### config.mk
export PLATFORM = sky130hd
export DESIGN_NAME = elastic_buffer
export DESIGN_NICKNAME = d
export VERILOG_FILES = /design/src/rtl/elastic_buffer.sv
export SDC_FILE = /design/constraint.sdc
export NUM_CORES = 1
export LEC_CHECK = 0
export ABC_CLOCK_PERIOD_IN_PS = 5400
export BUFFER_PORTS_ARGS = -buffer_cell sky130_fd_sc_hd__buf_2
export CAP_MARGIN = 30
export CORE_MARGIN = 4
export CORE_UTILIZATION = 40
export DETAILED_ROUTE_END_ITERATION = 10
export PLACE_DENSITY = 0.74
export SLEW_MARGIN = 15
export SYNTH_ARGS = -nofsm -noshare
export SYNTH_HDL_FRONTEND = slang
export SYNTH_SLANG_ARGS = --single-unit
### constraint.sdc
create_clock -name clk -period 5.4 [get_ports clk]
set_input_delay 0.81 -clock clk [delete_from_list [all_inputs] [get_ports clk]]
set_output_delay 0.81 -clock clk [all_outputs]
set_load 0.05 [all_outputs]
### src/rtl/elastic_buffer.sv
// elastic_buffer: circular-array elastic buffer; define ELASTIC_BUFFER_BYPASS_EN for zero-latency empty bypass
module elastic_buffer #(
  parameter int DATA_WIDTH = 32,
  parameter int DEPTH      = 2
) (
  input  logic                    clk,
  input  logic                    reset_n,
  input  logic [DATA_WIDTH-1:0]   input_data,
  input  logic                    valid_input,
  output logic                    stop_input,
  output logic [DATA_WIDTH-1:0]   output_data,
  output logic                    valid_output,
  input  logic                    stop_output,
  output logic [$clog2(DEPTH):0]  occupancy
);
  localparam int AW = $clog2(DEPTH);
  localparam int CW = AW + 1;

  logic [DATA_WIDTH-1:0] r_mem [DEPTH];
  logic [AW-1:0]         r_wr_ptr;
  logic [AW-1:0]         r_rd_ptr;
  logic [CW-1:0]         r_count;
  logic                  w_full;
  logic                  w_valid;
  logic                  w_enq;
  logic                  w_deq;
  logic                  w_wr;
  logic                  w_rd;
  logic                  w_pass;
  logic [DATA_WIDTH-1:0] w_data;

  if (DEPTH < 2 || (DEPTH & (DEPTH - 1)) != 0) begin : g_depth_check
    $error("elastic_buffer: DEPTH must be a power of two and >= 2");
  end

  // Backpressure depends only on registered occupancy, so a same-cycle dequeue never frees a slot.
  assign w_full     = r_count == CW'(DEPTH);
  assign stop_input = !reset_n || w_full;

`ifdef ELASTIC_BUFFER_BYPASS_EN
  logic w_empty;
  assign w_empty = r_count == '0;
  // When empty, the upstream item is presented directly; it is stored only if downstream stalls it.
  assign w_valid = reset_n && (w_empty ? valid_input : 1'b1);
  assign w_data  = w_empty ? input_data : r_mem[r_rd_ptr];
  assign w_pass  = w_empty && valid_input && !stop_output;
`else
  assign w_valid = reset_n && r_count != '0;
  assign w_data  = r_mem[r_rd_ptr];
  assign w_pass  = 1'b0;
`endif

  assign valid_output = w_valid;
  assign output_data  = w_valid ? w_data : '0;
  assign occupancy    = r_count;
  assign w_enq        = valid_input && !stop_input;
  assign w_deq        = w_valid && !stop_output;
  assign w_wr         = w_enq && !w_pass;
  assign w_rd         = w_deq && !w_pass;

  // Storage is not reset; stale entries are unreachable once occupancy clears.
  always_ff @(posedge clk) begin
    if (w_wr) r_mem[r_wr_ptr] <= input_data;
  end

  // Pointers wrap naturally at the power-of-two depth; occupancy tracks net enqueue/dequeue.
  always_ff @(posedge clk) begin
    if (!reset_n) begin
      r_wr_ptr <= '0;
      r_rd_ptr <= '0;
      r_count  <= '0;
    end else begin
      r_wr_ptr <= w_wr ? r_wr_ptr + AW'(1) : r_wr_ptr;
      r_rd_ptr <= w_rd ? r_rd_ptr + AW'(1) : r_rd_ptr;
      r_count  <= r_count + CW'(w_wr) - CW'(w_rd);
    end
  end
endmodule

# After elaboration in Yosys (flattened, before gate mapping)

Memories as Yosys holds them, arrays and structs flattened. A register that Yosys moved wholly into a read port is not among the register bits.
Index checks and enable logic that the tools add are counted.

$add $sub $neg: 4
$mul: 0
Div/mod/pow operators: 0
Magnitude comparators: 0
Equality and inequality tests: 1
Shift-type cells: 0
Multiplexer cells: 5
Bitwise logic cells: 0
Reductions and logical operators: 8

Operator list:

| operator                             | count |
|---|---|
| 2-to-1 mux 32 bit                    | 1 |
| 2-to-1 mux 1 bit                     | 4 |
| logical AND 1 bit                    | 3 |
| logical NOT 1 bit                    | 3 |
| adder 1 bit, second input constant   | 2 |
| adder 2 x 1 -> 2 bit                 | 1 |
| == test 2 bit, second input constant | 1 |
| nonzero test 2 bit                   | 1 |
| subtractor 2 x 1 -> 2 bit            | 1 |
| logical OR 1 bit                     | 1 |

Bits in registers: 4
Bits in latches: 0
RAM bits: 64
Memory bits (read-only): 0
Bits of input ports: 36
Output and inout bits: 36
Word-level logic and storage cells: 22
Memories kept: 1

Memories:

| name  | depth | bits a word | read ports | clocked after memory_dff | wr ports | line | text |
|---|---|---|---|---|---|---|---|
| r_mem | 2     | 32          | 1          | 1                        | 1        | 19   | `logic [DATA_WIDTH-1:0] r_mem [DEPTH];` |

# Logic depth before layout (Yosys ltp)

Gate-level depths: netlist of the first run.

Word-level depth: 6
Depth in mapped cells: 9
Depth with buffers taken out: 8

# Least setup slack after synthesis of the first run

Ideal clock, no wire load.

Path type: flip-flop to flip-flop
Start: register r_count[0] (netlist: occupancy[0])
End: memory r_mem[0][0] (enable)
Library setup time: 0.421 ns
Data arrival time: 2.412 ns
Required time: 4.979 ns
Path slack: 2.566 ns
Cell stages (with the launch flop): 4
Buffers on the path: 0
Period minus slack after synthesis: 2.834 ns
Cell sequence: dfxtp_1 nand2b_1 nand3_1 nor2_1

Word-level cells in the longest chain between the ends: 6

Ends and longest elaborated chain:

| what                                   | line | text |
|---|---|---|
| start: declaration                     | 22   | `logic [CW-1:0] r_count;` |
| start signal: assignment               | 75   | `r_count <= r_count + CW'(w_wr) - CW'(w_rd);` |
| == test 2 bit                          | 37   | `assign w_full = r_count == CW'(DEPTH);` |
| logical OR 1 bit                       | 38   | `assign stop_input = !reset_n \|\| w_full;` |
| logical NOT 1 bit                      | 56   | `assign w_enq = valid_input && !stop_input;` |
| logical AND 1 bit                      | 56   |  |
| 2-to-1 mux 1 bit                       | 63   | `if (w_wr) r_mem[r_wr_ptr] <= input_data;` |
| 2-to-1 mux 1 bit (not written as such) | 63   |  |
| end: declaration                       | 19   |  |

Every way passes these cells.

# Worst setup path in the final report of the first run

Start: input reset_n
End: output output_data[20]

Word-level cells in the longest chain between the ends: 2

Ends and longest elaborated chain:

| what               | line | text |
|---|---|---|
| start: declaration | 7    | `input logic reset_n,` |
| logical AND 1 bit  | 48   | `assign w_valid = reset_n && r_count != '0;` |
| 2-to-1 mux 32 bit  | 54   | `assign output_data = w_valid ? w_data : '0;` |
| end: declaration   | 11   | `output logic [DATA_WIDTH-1:0] output_data,` |

Every way passes these cells.

==> impl_metrics.csv, run 1 <==
group,metric,value,unit
min_path,hp-class,"reg2reg",
clock_tree,clock_tree.buffer_depth,2,
floorplanning,die_x,89.4,um
synthesis,yosys_warnings,0,
timing,period_share,0.496,
global_route,grt_pass1_wl,7020,um
clock_tree,cts_hold_buf,0,
layout,fin_util,0.513,
layout,final_cells,321,
clock_tree,htreeDepth,3,
timing,hold_viol,0,
clock_tree,clk_pin_slew_worst_paths,0.07,ns
layout,syn_to_final_growth,23.5,%
timing,tightest_slew,0.943,ns
synthesis,postSynthAreaPerCell,16.2,sq um
synthesis,yosysTopAreaCellShare,0.725,
placement,gp_congestion,0.710,
timing,rsz0062_at_grt,"false",
route,final_antenna_net_count,0,
outcome,status,"finished, final reports clean",
floorplanning,initial_utilization,0.415,
pwr,power_leakage,1.26,nW
pwr,fin_total_pwr,0.00125,W
synthesis,synthCells,164,
timing,slew_headroom,0.370,
global_route,grt_max_degree,33,
clock_tree,clockRootBuffer,"clkbuf_8",
synthesis,synthFlopType,"edfxtp_1",
floorplanning,num_io_pins,72,
setup_path,end_kind,"output pin",
setup_path,path_class,"in2out",
setup_path,critPathLaunchType,"primary input",
clock_tree,clock_latency,0.32,ns
route,drt_iter0_drc,53,
synthesis,synth-async-reset-ratio,0,
floorplanning,die_h,89.4,um
placement,placed_cell_area,3110,sq um
route,routedWlPerCell,14.6,um
synthesis,yosysTopAreaCell,"edfxtp_1",
synthesis,synth_cell_types,19,
global_route,grt_overflow,0,
setup_path,crit_chain,"buf_2 > o21ai_2 > buf_4 > nor2_1 > buf_2",
setup_path,critical-path-top-cell-by-count,"buf_2",
global_route,antenna_found_initial,0,
layout,nNetsFinal,280,
global_route,grtUsageTotal,0.123,
timing,max_freq,373,MHz
synthesis,synthTopCellsByArea,"edfxtp_1 72%, mux2i_1 12%, nor2_1 5.1%",
synthesis,synthMostInstantiatedCell,"edfxtp_1",
layout,design_area,3280,sq um
layout,n_antenna_cell,0,
layout,drive_gt1_frac,0.369,
floorplanning,coreArea,6390,sq um
timing,slew_viol_final,0,
synthesis,syn_nets,202,
setup_path,cp_max_fo,19,
route,viasPerCell,4.73,
placement,place_hpwl,3110,um
route,wl,4680,um
clock_tree,cts_resized,0,
synthesis,synth-seq-cells,69,
timing,period_needed,2.68,ns
floorplanning,row_count,29,
placement,port_buffers,71,
route,num_vias,1518,
clock_tree,clkSinkCount,69,
synthesis,netlist_top_cells_count,"64 x edfxtp_1, 36 x nor2_1, 32 x mux2i_1",
synthesis,yosysSeqAreaShare,0.762,
global_route,grt_pass1_vias,1473,
synthesis,synthesis.area,2650,sq um
timing,fin_skew,0.00448,ns
clock_tree,cts_setup_buffers,0,
setup_path,arrival,1.87,ns
flow_run,cap_violations,0,
pwr,vdd_drop_max,0.000212,V
pwr,powerDensity,383,nW/um^2
route,drc,0,
timing,tns,0,ns
synthesis,synth_edf_count,64,
route,drt_pass1_iterations,4,
clock_tree,numCtsBuffers,9,
setup_path,critPathSlowestCell,"buf_2",
clock_tree,cts_tree,"yes",
placement,dp.cells,307,
timing,setup_viol,0,
setup_path,cpPeakStageDelay,0.28,ns
floorplanning,die_area,8000,sq um
setup_path,cp.required,4.59,ns
==> worst max-delay path: cells and delay by family <==
family,cells,cell delay (ns)
and+or+nand+nor,1,0.14
AOI/OAI and AO/OA,1,0.20
buffers and inverters,3,0.70
==> power breakdown <==
group / leakage, nW / internal [W] / total [W] / switching [W]
combinational: 0.557 / 0.0000842 / 0.000289 / 0.000205
clock: 0.0780 / 0.000155 / 0.000324 / 0.000169
sequential: 0.629 / 0.000622 / 0.000642 / 0.0000196
total: 1.26 / 0.000861 / 0.00125 / 0.000393
==> stage by stage <==
stage               worst slack [ns]  hold WS [ns]
global route                    2.51         0.545
global placement                2.73         0.490
detailed placement              2.69         0.509
CTS                             2.65         0.527
finish                          2.72         0.521
floorplan                       2.57         0.455
==> path summary, 6_finish.rpt <==
path	start	end	slack (ns)	depth (start not counted)
setup / recovery	reset_n	output_data[20]	2.72	5
hold / removal	r_wr_ptr$_SDFFE_PN0P_	r_wr_ptr$_SDFFE_PN0P_	0.52	1
setup reg to reg	occupancy[0]$_SDFF_PN0_	r_mem[0][19]$_DFFE_PP_	3.39	3
hold reg to reg	r_wr_ptr$_SDFFE_PN0P_	r_wr_ptr$_SDFFE_PN0P_	0.52	1
==> layout make-up <==
class / instances / area [sq um]
Inverter: 3 / 11.3
Clock buffer: 9 / 124
Sequential cell: 69 / 2020
Multi-Input combinational cell: 85 / 592
Clock inverter: 4 / 18.8
Fill cell: 563 / 3110
Tap cell: 77 / 96.3
Timing Repair Buffer: 74 / 410
==> cell families after synthesis <==
kind of cell               Yosys count  share of synthesized area
DFF                                 69                      0.762
and+or+nand+nor                     43                     0.0651
muxes                               32                      0.121
buffers and inverters               10                     0.0203
AOI/OAI and AO/OA                    6                     0.0156
xor gates and xnor gates             2                    0.00660
adders and majority gates            2                    0.00943
==> registers in the layout, indices dropped and copies added (netlist names), named ones only <==
signal / flops
r_mem: 64
occupancy: 2
r_rd_ptr: 1
r_wr_ptr: 1
==> routing by layer <==
metal / global-route usage / wire length [um] / part of all wire / up-vias
met2: 0.206 / 2410 / 0.51 / 39
met1: 0.131 / 1920 / 0.41 / 725
li1: - / - / - / 750
met3: 0.0488 / 317 / 0.068 / 4
met4: 0.0690 / 40 / 0.0085 / 0
met5: 0 / 0 / 0 / -
==> layout by cell type (no fill, tap or decap), types with 2 or more instances in the layout <==
cell type and n:
a21boi_1 2, nor2_1 34, xnor2_1 2, clkbuf_8 9, inv_1 3, nand2_1 2
dfxtp_1 4, buf_2 71, clkinv_2 3, mux2i_1 32, ha_1 2, edfxtp_1 64
nor2_4 2, and2_1 2
Power figures use the tool's default switching activity.
==> run 2, diff against run 1 <==
--- a/config.mk
+++ b/config.mk
@@ -5,13 +5,13 @@
 export SDC_FILE = /design/constraint.sdc
 export NUM_CORES = 1
 export LEC_CHECK = 0
-export ABC_CLOCK_PERIOD_IN_PS = 5400
+export ABC_CLOCK_PERIOD_IN_PS = 2300
 export BUFFER_PORTS_ARGS = -buffer_cell sky130_fd_sc_hd__buf_2
 export CAP_MARGIN = 30
 export CORE_MARGIN = 4
 export CORE_UTILIZATION = 40
 export DETAILED_ROUTE_END_ITERATION = 10
-export PLACE_DENSITY = 0.74
+export PLACE_DENSITY = 0.76
 export SLEW_MARGIN = 15
 export SYNTH_ARGS = -nofsm -noshare
 export SYNTH_HDL_FRONTEND = slang
==> constraint.sdc (replaced) <==
create_clock -name clk -period 2.3 [get_ports clk]
set_input_delay 0.345 -clock clk [delete_from_list [all_inputs] [get_ports clk]]
set_output_delay 0.345 -clock clk [all_outputs]
set_load 0.05 [all_outputs]
==> impl_metrics.csv, run 2 (synthesis results as in run 1) <==
group,metric,value,unit
outcome,status,"finished, final reports clean",
route,routedWlPerCell,14.1,um
setup_path,cpPeakStageDelay,0.40,ns
clock_tree,clk_pin_slew_worst_paths,0.07,ns
setup_path,arrival,2.11,ns
pwr,powerDensity,931,nW/um^2
layout,design_area,3300,sq um
pwr,vdd_drop_max,0.000406,V
floorplanning,num_io_pins,72,
timing,period_needed,1.88,ns
pwr,power_leakage,1.28,nW
layout,syn_to_final_growth,24.5,%
clock_tree,htreeDepth,3,
route,drc,0,
setup_path,crit_chain,"nand2b_1 > nand3_1 > ha_1 > inv_1 > ha_1 > xnor2_1 > xnor2_1 > and2_1",
floorplanning,coreArea,6390,sq um
clock_tree,cts_hold_buf,0,
floorplanning,die_h,89.4,um
global_route,grt_max_degree,33,
global_route,grt_pass1_wl,7000,um
placement,place_hpwl,3100,um
timing,tns,0,ns
min_path,hp-class,"in2reg",
clock_tree,clkSinkCount,69,
clock_tree,clock_tree.buffer_depth,2,
setup_path,crit_cells,8,
setup_path,cp.required,2.53,ns
flow_run,cap_violations,0,
timing,slew_viol_final,0,
placement,gp_congestion,0.707,
timing,hold_viol,0,
setup_path,cpLargestDelayFamily,"simple AND/OR/NAND/NOR gates",
timing,period_share,0.818,
route,drt_pass1_iterations,4,
placement,dp.cells,311,
global_route,grtUsageTotal,0.124,
pwr,fin_total_pwr,0.00307,W
route,num_vias,1514,
clock_tree,cts_setup_buffers,0,
clock_tree,cts_tree,"yes",
timing,fin_skew,0.00599,ns
timing,tightest_slew,0.450,ns
layout,largest_register_ffs,64,
route,wl,4590,um
timing,rsz0062_at_grt,"false",
layout,nNetsFinal,283,
global_route,antenna_found_initial,0,
layout,n_antenna_cell,0,
clock_tree,numCtsBuffers,9,
layout,seq_area,2020,sq um
timing,max_freq,531,MHz
clock_tree,clockRootBuffer,"clkbuf_8",
route,drt_iter0_drc,23,
floorplanning,die_area,8000,sq um
global_route,grt_overflow,0,
min_path,hold_path_depth,1,
layout,mostFrequentLayoutCells,"71 x buf_2, 64 x edfxtp_1, 34 x nor2_1, 32 x mux2i_1, 9 x clkbuf_8",
setup_path,critPathLaunchType,"flip-flop",
setup_path,path_class,"reg2reg",
setup_path,critPathSlowestCell,"dfxtp_1",
global_route,grt_pass1_vias,1483,
timing,slew_headroom,0.700,
setup_path,reg2regPathDepth,8,
floorplanning,row_count,29,
layout,n_fill_cell,542,
route,viasPerCell,4.64,
setup_path,end_kind,"flip-flop",
layout,final_common_cell,"buf_2",
setup_path,worst-path-buf-inv,1,
layout,multi_input_area,592,sq um
timing,setup_viol,0,
layout,drive_gt1_frac,0.378,
setup_path,cp_max_fo,5,
floorplanning,die_x,89.4,um
layout,final_cells,326,
route,final_antenna_net_count,0,
clock_tree,cts_resized,0,
layout,fin_util,0.517,
placement,port_buffers,71,
floorplanning,initial_utilization,0.415,
clock_tree,clock_latency,0.33,ns
layout,top_register,"r_mem",
placement,placed_cell_area,3120,sq um
-- run 2: path summary, 6_finish.rpt --
| check | from | endpoint | slack (ns) |
|---|---|---|---|
| hold reg to reg | r_rd_ptr$_SDFFE_PN0P_ | flip-flop | 0.51 |
| setup reg to reg | occupancy[0]$_SDFF_PN0_ | occupancy[1]$_SDFF_PN0_ | 0.42 |
| hold / removal | input_data[26] | r_mem[0][26]$_DFFE_PP_ | 0.20 |
| setup / recovery | occupancy[0]$_SDFF_PN0_ | occupancy[1]$_SDFF_PN0_ | 0.42 |
-- run 2: area by class of cell --
| cell class | instances | area share |
|---|---|---|
| tap | 77 | 0.0292 |
| clock buffer | 9 | 0.0375 |
| clock inverter | 6 | 0.0167 |
| sequential | 69 | 0.613 |
| timing repair buffer | 77 | 0.121 |
| inverter | 3 | 0.00341 |
| multi-input combinational | 85 | 0.179 |
-- run 2: metrics by stage --
stage	hold WS (ns)	worst slack, ns
floorplan	0.444	-0.0350
global placement	0.489	0.473
detailed placement	0.507	0.407
CTS	0.179	0.393
global route	0.175	0.265
finish	0.201	0.418
-- run 2: routing by layer --
metal  share of wire  global-route usage
met5               0                   0
met4           0.019              0.0690
met3           0.066              0.0461
met1            0.38               0.127
met2            0.53               0.216
-- run 2: power by group --
part	total, W	internal [W]	switching [W]
clock	0.000892	0.000483	0.000409
sequential	0.00149	0.00146	0.0000299
combinational	0.000690	0.000196	0.000494
